<file path="src/rtl/text_entry_ctrl.sv">
// Button/switch front end for the character display: debounces pushbuttons, writes
// characters into tile RAM, tracks the text cursor and its blink, and sweeps a full clear.
module text_entry_ctrl #(
  parameter int COLS            = 60,
  parameter int ROWS            = 17,
  parameter int DEBOUNCE_CYCLES = 250000,
  parameter int BLINK_FRAMES    = 30
) (
  input  logic        clk,
  input  logic        reset,
  input  logic [2:0]  btn,
  input  logic [6:0]  sw,
  input  logic        frame_tick,
  output logic        wr_en,
  output logic [10:0] wr_addr,
  output logic [6:0]  wr_data,
  output logic [5:0]  cur_col,
  output logic [4:0]  cur_row,
  output logic        cursor_on,
  output logic        busy,
  output logic [9:0]  status_leds
);

  localparam int DB_W = $clog2(DEBOUNCE_CYCLES + 1);
  localparam int BL_W = $clog2(BLINK_FRAMES + 1);
  localparam logic [5:0] LAST_COL = 6'(COLS - 1);
  localparam logic [4:0] LAST_ROW = 5'(ROWS - 1);

  typedef enum logic {IDLE, CLEAR} state_t;

  state_t          state, state_next;
  logic [2:0]      sync1, sync2, db_level, db_level_d, press;
  logic [DB_W-1:0] db_cnt [3];
  logic [6:0]      sw_q, last_char, last_char_next, wr_data_next;
  logic [5:0]      sweep_col;
  logic [4:0]      sweep_row;
  logic [10:0]     wr_addr_next, cur_next, sweep_next;
  logic [BL_W-1:0] blink_cnt, blink_next;
  logic            wr_en_next, cursor_on_next, cursor_moved;

  // Row-major step with wrap from the bottom-right cell back to the top-left.
  function automatic logic [10:0] advance(input logic [4:0] row, input logic [5:0] col);
    logic [4:0] r;
    logic [5:0] c;
    r = row;
    c = col + 6'd1;
    if (col == LAST_COL) begin
      c = '0;
      r = (row == LAST_ROW) ? 5'd0 : row + 5'd1;
    end
    return {r, c};
  endfunction

  // The debounce counter only runs while the synced level disagrees with the debounced one.
  always_ff @(posedge clk or negedge reset) begin
    if (!reset) begin
      sync1      <= '0;
      sync2      <= '0;
      db_level   <= '0;
      db_level_d <= '0;
      for (int i = 0; i < 3; i++) db_cnt[i] <= '0;
    end else begin
      sync1      <= btn;
      sync2      <= sync1;
      db_level_d <= db_level;
      for (int i = 0; i < 3; i++) begin
        if (sync2[i] == db_level[i]) begin
          db_cnt[i] <= '0;
        end else if (db_cnt[i] == DB_W'(DEBOUNCE_CYCLES - 1)) begin
          db_level[i] <= sync2[i];
          db_cnt[i]   <= '0;
        end else begin
          db_cnt[i] <= db_cnt[i] + DB_W'(1);
        end
      end
    end
  end

  assign press = db_level & ~db_level_d;

  always_ff @(posedge clk or negedge reset) begin
    if (!reset) begin
      state     <= IDLE;
      wr_en     <= 1'b0;
      wr_addr   <= '0;
      wr_data   <= '0;
      cur_row   <= '0;
      cur_col   <= '0;
      sweep_row <= '0;
      sweep_col <= '0;
      last_char <= '0;
      sw_q      <= '0;
      blink_cnt <= '0;
      cursor_on <= 1'b1;
    end else begin
      state                  <= state_next;
      wr_en                  <= wr_en_next;
      wr_addr                <= wr_addr_next;
      wr_data                <= wr_data_next;
      {cur_row, cur_col}     <= cur_next;
      {sweep_row, sweep_col} <= sweep_next;
      last_char              <= last_char_next;
      sw_q                   <= sw;
      blink_cnt              <= blink_next;
      cursor_on              <= cursor_on_next;
    end
  end

  // The first clear write goes out on the entry edge, so the sweep register runs one cell ahead.
  always_comb begin
    state_next     = state;
    wr_en_next     = 1'b0;
    wr_addr_next   = wr_addr;
    wr_data_next   = wr_data;
    cur_next       = {cur_row, cur_col};
    sweep_next     = {sweep_row, sweep_col};
    last_char_next = last_char;
    cursor_moved   = 1'b0;
    case (state)
      IDLE: begin
        if (press[2]) begin
          state_next   = CLEAR;
          wr_en_next   = 1'b1;
          wr_addr_next = '0;
          wr_data_next = 7'h20;
          sweep_next   = advance(5'd0, 6'd0);
        end else if (press[0]) begin
          wr_en_next     = 1'b1;
          wr_addr_next   = {cur_row, cur_col};
          wr_data_next   = sw_q;
          last_char_next = sw_q;
          cur_next       = advance(cur_row, cur_col);
          cursor_moved   = 1'b1;
        end else if (press[1]) begin
          cur_next     = advance(cur_row, cur_col);
          cursor_moved = 1'b1;
        end
      end
      CLEAR: begin
        if (wr_addr == {LAST_ROW, LAST_COL}) begin
          state_next   = IDLE;
          cur_next     = '0;
          cursor_moved = 1'b1;
        end else begin
          wr_en_next   = 1'b1;
          wr_addr_next = {sweep_row, sweep_col};
          wr_data_next = 7'h20;
          sweep_next   = advance(sweep_row, sweep_col);
        end
      end
      default: state_next = IDLE;
    endcase

    blink_next     = blink_cnt;
    cursor_on_next = cursor_on;
    if (cursor_moved) begin
      blink_next     = '0;
      cursor_on_next = 1'b1;
    end else if (frame_tick) begin
      if (blink_cnt == BL_W'(BLINK_FRAMES - 1)) begin
        blink_next     = '0;
        cursor_on_next = ~cursor_on;
      end else begin
        blink_next = blink_cnt + BL_W'(1);
      end
    end
  end

  assign busy        = (state == CLEAR);
  assign status_leds = {busy, cursor_on, 1'b0, last_char};

endmodule

</file>
<file path="config.mk">
export PLATFORM = sky130hd
export DESIGN_NAME = text_entry_ctrl
export DESIGN_NICKNAME = d
export VERILOG_FILES = /design/src/rtl/text_entry_ctrl.sv
export SDC_FILE = /design/constraint.sdc
export NUM_CORES = 1
export LEC_CHECK = 0
export CAP_MARGIN = 20
export CELL_PAD_IN_SITES_DETAIL_PLACEMENT = 0
export CELL_PAD_IN_SITES_GLOBAL_PLACEMENT = 1
export CORE_MARGIN = 5
export CORE_UTILIZATION = 46
export CTS_BUF_LIST = sky130_fd_sc_hd__clkbuf_16
export DETAILED_ROUTE_END_ITERATION = 8
export PLACE_DENSITY = 0.76
export SLEW_MARGIN = 15
export SYNTH_ARGS = -nofsm -noshare
export SYNTH_HDL_FRONTEND = slang
export SYNTH_SLANG_ARGS = --single-unit
</file>
<file path="constraint.sdc">
create_clock -name clk -period 2 [get_ports clk]
set_input_delay 0.3 -clock clk [delete_from_list [all_inputs] [get_ports clk]]
set_output_delay 0.3 -clock clk [all_outputs]
set_load 0.03 [all_outputs]
</file>
==> impl_metrics.py <==
metrics = {
    "floorplan": {
        "die_y_um": 125,
        "std_cell_rows": 42,
        "ios": 55,
        "core_area_um2": 13100,
        "fp.dieW_um": 125,
        "start_util": 0.465,
        "dieArea_um2": 15600,
    },
    "layout": {
        "fill_cells": 1095,
        "syn2layout_area_growth_pct": 24.1,
        "final_nets": 665,
        "ff_latch_area_um2": 3210,
        "instances_no_fill": 827,
        "final_cell_area_um2": 7550,
        "num_antenna_cells": 0,
        "multi_input_area_um2": 2710,
        "final_common_cell": "dfrtp_1",
        "drive_gt1_frac": 0.135,
        "mostFrequentLayoutCells": "dfrtp_1, nor2_1, clkdlybuf4s50_1",
    },
    "power": {
        "clockPowerShare": 0.488,
        "p_sw_uw": 1320,
        "ir_worst_vdd_v": 0.000609,
        "pwr-share-seq": 0.458,
        "p_leak_uw": 0.00333,
        "power_frac_comb": 0.055,
        "p_int_uw": 4730,
        "swShare": 0.218,
        "p_per_area_nw_per_um2": 801,
    },
    "global_routing": {
        "antenna_found_initial": 0,
        "grt_pass1_wl_um": 22900,
        "grt_pass1_vias": 4559,
        "grt_max_degree": 48,
        "overflow": 0,
        "use_met2": 0.285,
        "track_usage": 0.179,
        "grtUsageMet1": 0.239,
        "use_met3": 0.0516,
        "busiest_layer": "met2",
    },
    "placed_design": {
        "dp.cells": 797,
        "port_buffers": 53,
        "place.gp.congestion": 0.833,
        "dpl.hpwl_um": 9460,
        "place_area_um2": 6980,
    },
    "critical_path": {
        "critPathBufInv": 1,
        "path_cells": "clkdlybuf4s50_1",
        "cp-end-kind": "output pin",
        "crit_family": "buffers and inverters",
        "critical_path_required_ps": 1700,
        "worst-path-max-fanout": 9,
        "critPathMaxStageDelay_ps": 730,
        "critical_path_class": "reg2out",
        "worstSetupStartpointType": "flop",
        "slowest_stage": "clkdlybuf4s50_1",
        "crit_arrival_ps": 1660,
    },
    "detailed_routing": {
        "drc": 0,
        "vias": 4603,
        "wirelength_um": 13600,
        "first_pass_iters": 5,
        "final_antenna_net_count": 0,
        "drtIter0Drc": 298,
        "vias_per_cell": 5.57,
        "avgRoutedWirePerCell_um": 16.5,
    },
    "sta": {
        "setup_violations": 0,
        "final_hold_viol_count": 0,
        "finalClockSkew_ps": 5.80,
        "timing.final.crit_share": 0.978,
        "fmaxAchievable_mhz": 511,
        "tns_ps": 0,
        "max-slew-margin-rel": 0.537,
        "slew_viol_final": 0,
        "period_needed_ps": 1960,
        "rsz0062_at_grt": "no",
        "worst_pin_slew_ps": 694,
    },
    "cts": {
        "clock-sinks": 128,
        "tritoncts": "done",
        "clkLatencyLatePin_ps": 420,
        "clk_pin_slew_ps": 60,
        "postCtsSetupBuffers": 0,
        "cts.root.buffer_cell": "clkbuf_16",
        "cts_buffers": 17,
        "htree_levels": 4,
        "clockBufferDepth": 2,
    },
    "yosys": {
        "yosysSeqAreaShare": 0.527,
        "synth_area_leaders": "dfrtp_1, nor2_1, xnor2_1",
        "synth_edf_count": 0,
        "syn_inst": 555,
        "synth_top_area_cell": "dfrtp_1",
        "ys_warn_count": 0,
        "syn-num-nets": 579,
        "async_flop_share": 1.00,
        "synthFlopType": "dfrtp_1",
        "ys_seq_elements": 128,
        "synth_top_area_share": 0.523,
        "netlist-cell-type-count": 67,
        "syn-cell-area_um2": 6080,
        "postSynthAreaPerCell_um2": 11.0,
    },
    "outcome": {
        "run_status": "finished, final reports clean",
    },
    "job": {
        "max_cap_violations": 0,
    },
    "worst_hold_path": {
        "min_path_type": "in2reg",
    },
}
## stage by stage
step	utilization	worst slack [ps]	total power (µW)	hold slack, ps
finish	0.577	43.8	6040	315
global route	0.577	3.94	6300	299
CTS	0.577	29.7	6120	301
detailed placement	0.533	-11.5	3140	307
global placement	0.533	69.7	3130	300
floorplan	-	25.2	2990	4.41
## synthesized netlist by cell type (4+ instances only)
master,number
a21oi_1,16
a22o_1,18
a31oi_1,7
a32o_1,5
and3_1,7
and4_1,6
buf_6,4
clkbuf_1,7
dfrtp_1,127
ha_1,11
inv_1,17
mux2_1,6
mux2_2,16
nand2_1,27
nand2b_1,5
nand3_1,33
nand4_1,16
nor2_1,68
nor2b_1,5
nor3_1,8
nor4_1,13
o21ai_0,9
o31ai_1,10
or4_1,9
xnor2_1,27
xor2_1,17
## routing by layer
layer  routed length [µm]  part of all wire  vias up
met5                    0                 0        -
met4                  184             0.014        0
met3                  600             0.044       16
met2                 6510              0.48      109
met1                 6310              0.46     2268
li1                     -                 -     2210
## cell type report
cell class / count / share of cell area
clock buffers: 17 / 0.0564
clock inverters: 12 / 0.0174
inverters: 19 / 0.00945
multi-input cells: 391 / 0.359
flip-flops and latches: 128 / 0.425
well taps: 176 / 0.0292
repair buffers: 84 / 0.104
## flip-flops by register name (all words and copies together), names as in the netlist, 3 cells and up
register    flops
db_cnt         54
wr_addr        11
last_char       7
sw_q            7
wr_data         7
cur_col         6
sweep_col       6
blink_cnt       5
cur_row         5
sweep_row       5
db_level        3
db_level_d      3
sync1           3
sync2           3
## power by group through the flow
stage                     logic, µW  registers (µW)  clock network [µW]
after floorplan                 189            2800                   0
after global placement          328            2800                   0
after detailed placement        336            2810                   0
after CTS                       341            2760                3020
after global routing            374            2780                3140
final                           332            2770                2950
## logic make-up (layout without fill, tap and decap cells)
logic type,Yosys count,count (layout),share of synthesized area
DFF,128,128,0.527
buffers and inverters,36,132,0.0294
muxes,23,23,0.0424
xor gates and xnor gates,44,44,0.0634
and+or+nand+nor,218,218,0.191
adders and majority gates,11,11,0.0226
other,1,1,0.000617
AOI/OAI and AO/OA,94,94,0.124
## repair_timing
action,in CTS,in global routing
setup endpoints to repair,8,1
gates resized for setup,3,1
hold buffers,1,0
endpoints found under the hold margin,36,0
## worst paths after layout
check	startpoint	to	slack (ps)	cells past startpoint
worst max-delay path	cur_col[3]$_DFFE_PN0P_	cur_col[3]	40	1
worst min-delay path	sw[1]	sw_q[1]$_DFF_PN0_	310	1
worst max register to register	cur_col[0]$_DFFE_PN0P_	cur_row[0]$_DFFE_PN0P_	110	5
worst min register to register	sync1[2]$_DFF_PN0_	sync2[2]$_DFF_PN0_	350	0
max in group asynchronous	reset	cursor_on$_DFFE_PN1P_	930	3
min in group asynchronous	reset	db_cnt[48]$_DFF_PN0_	400	2
Note: power is estimated with default switching activity, not from simulation.
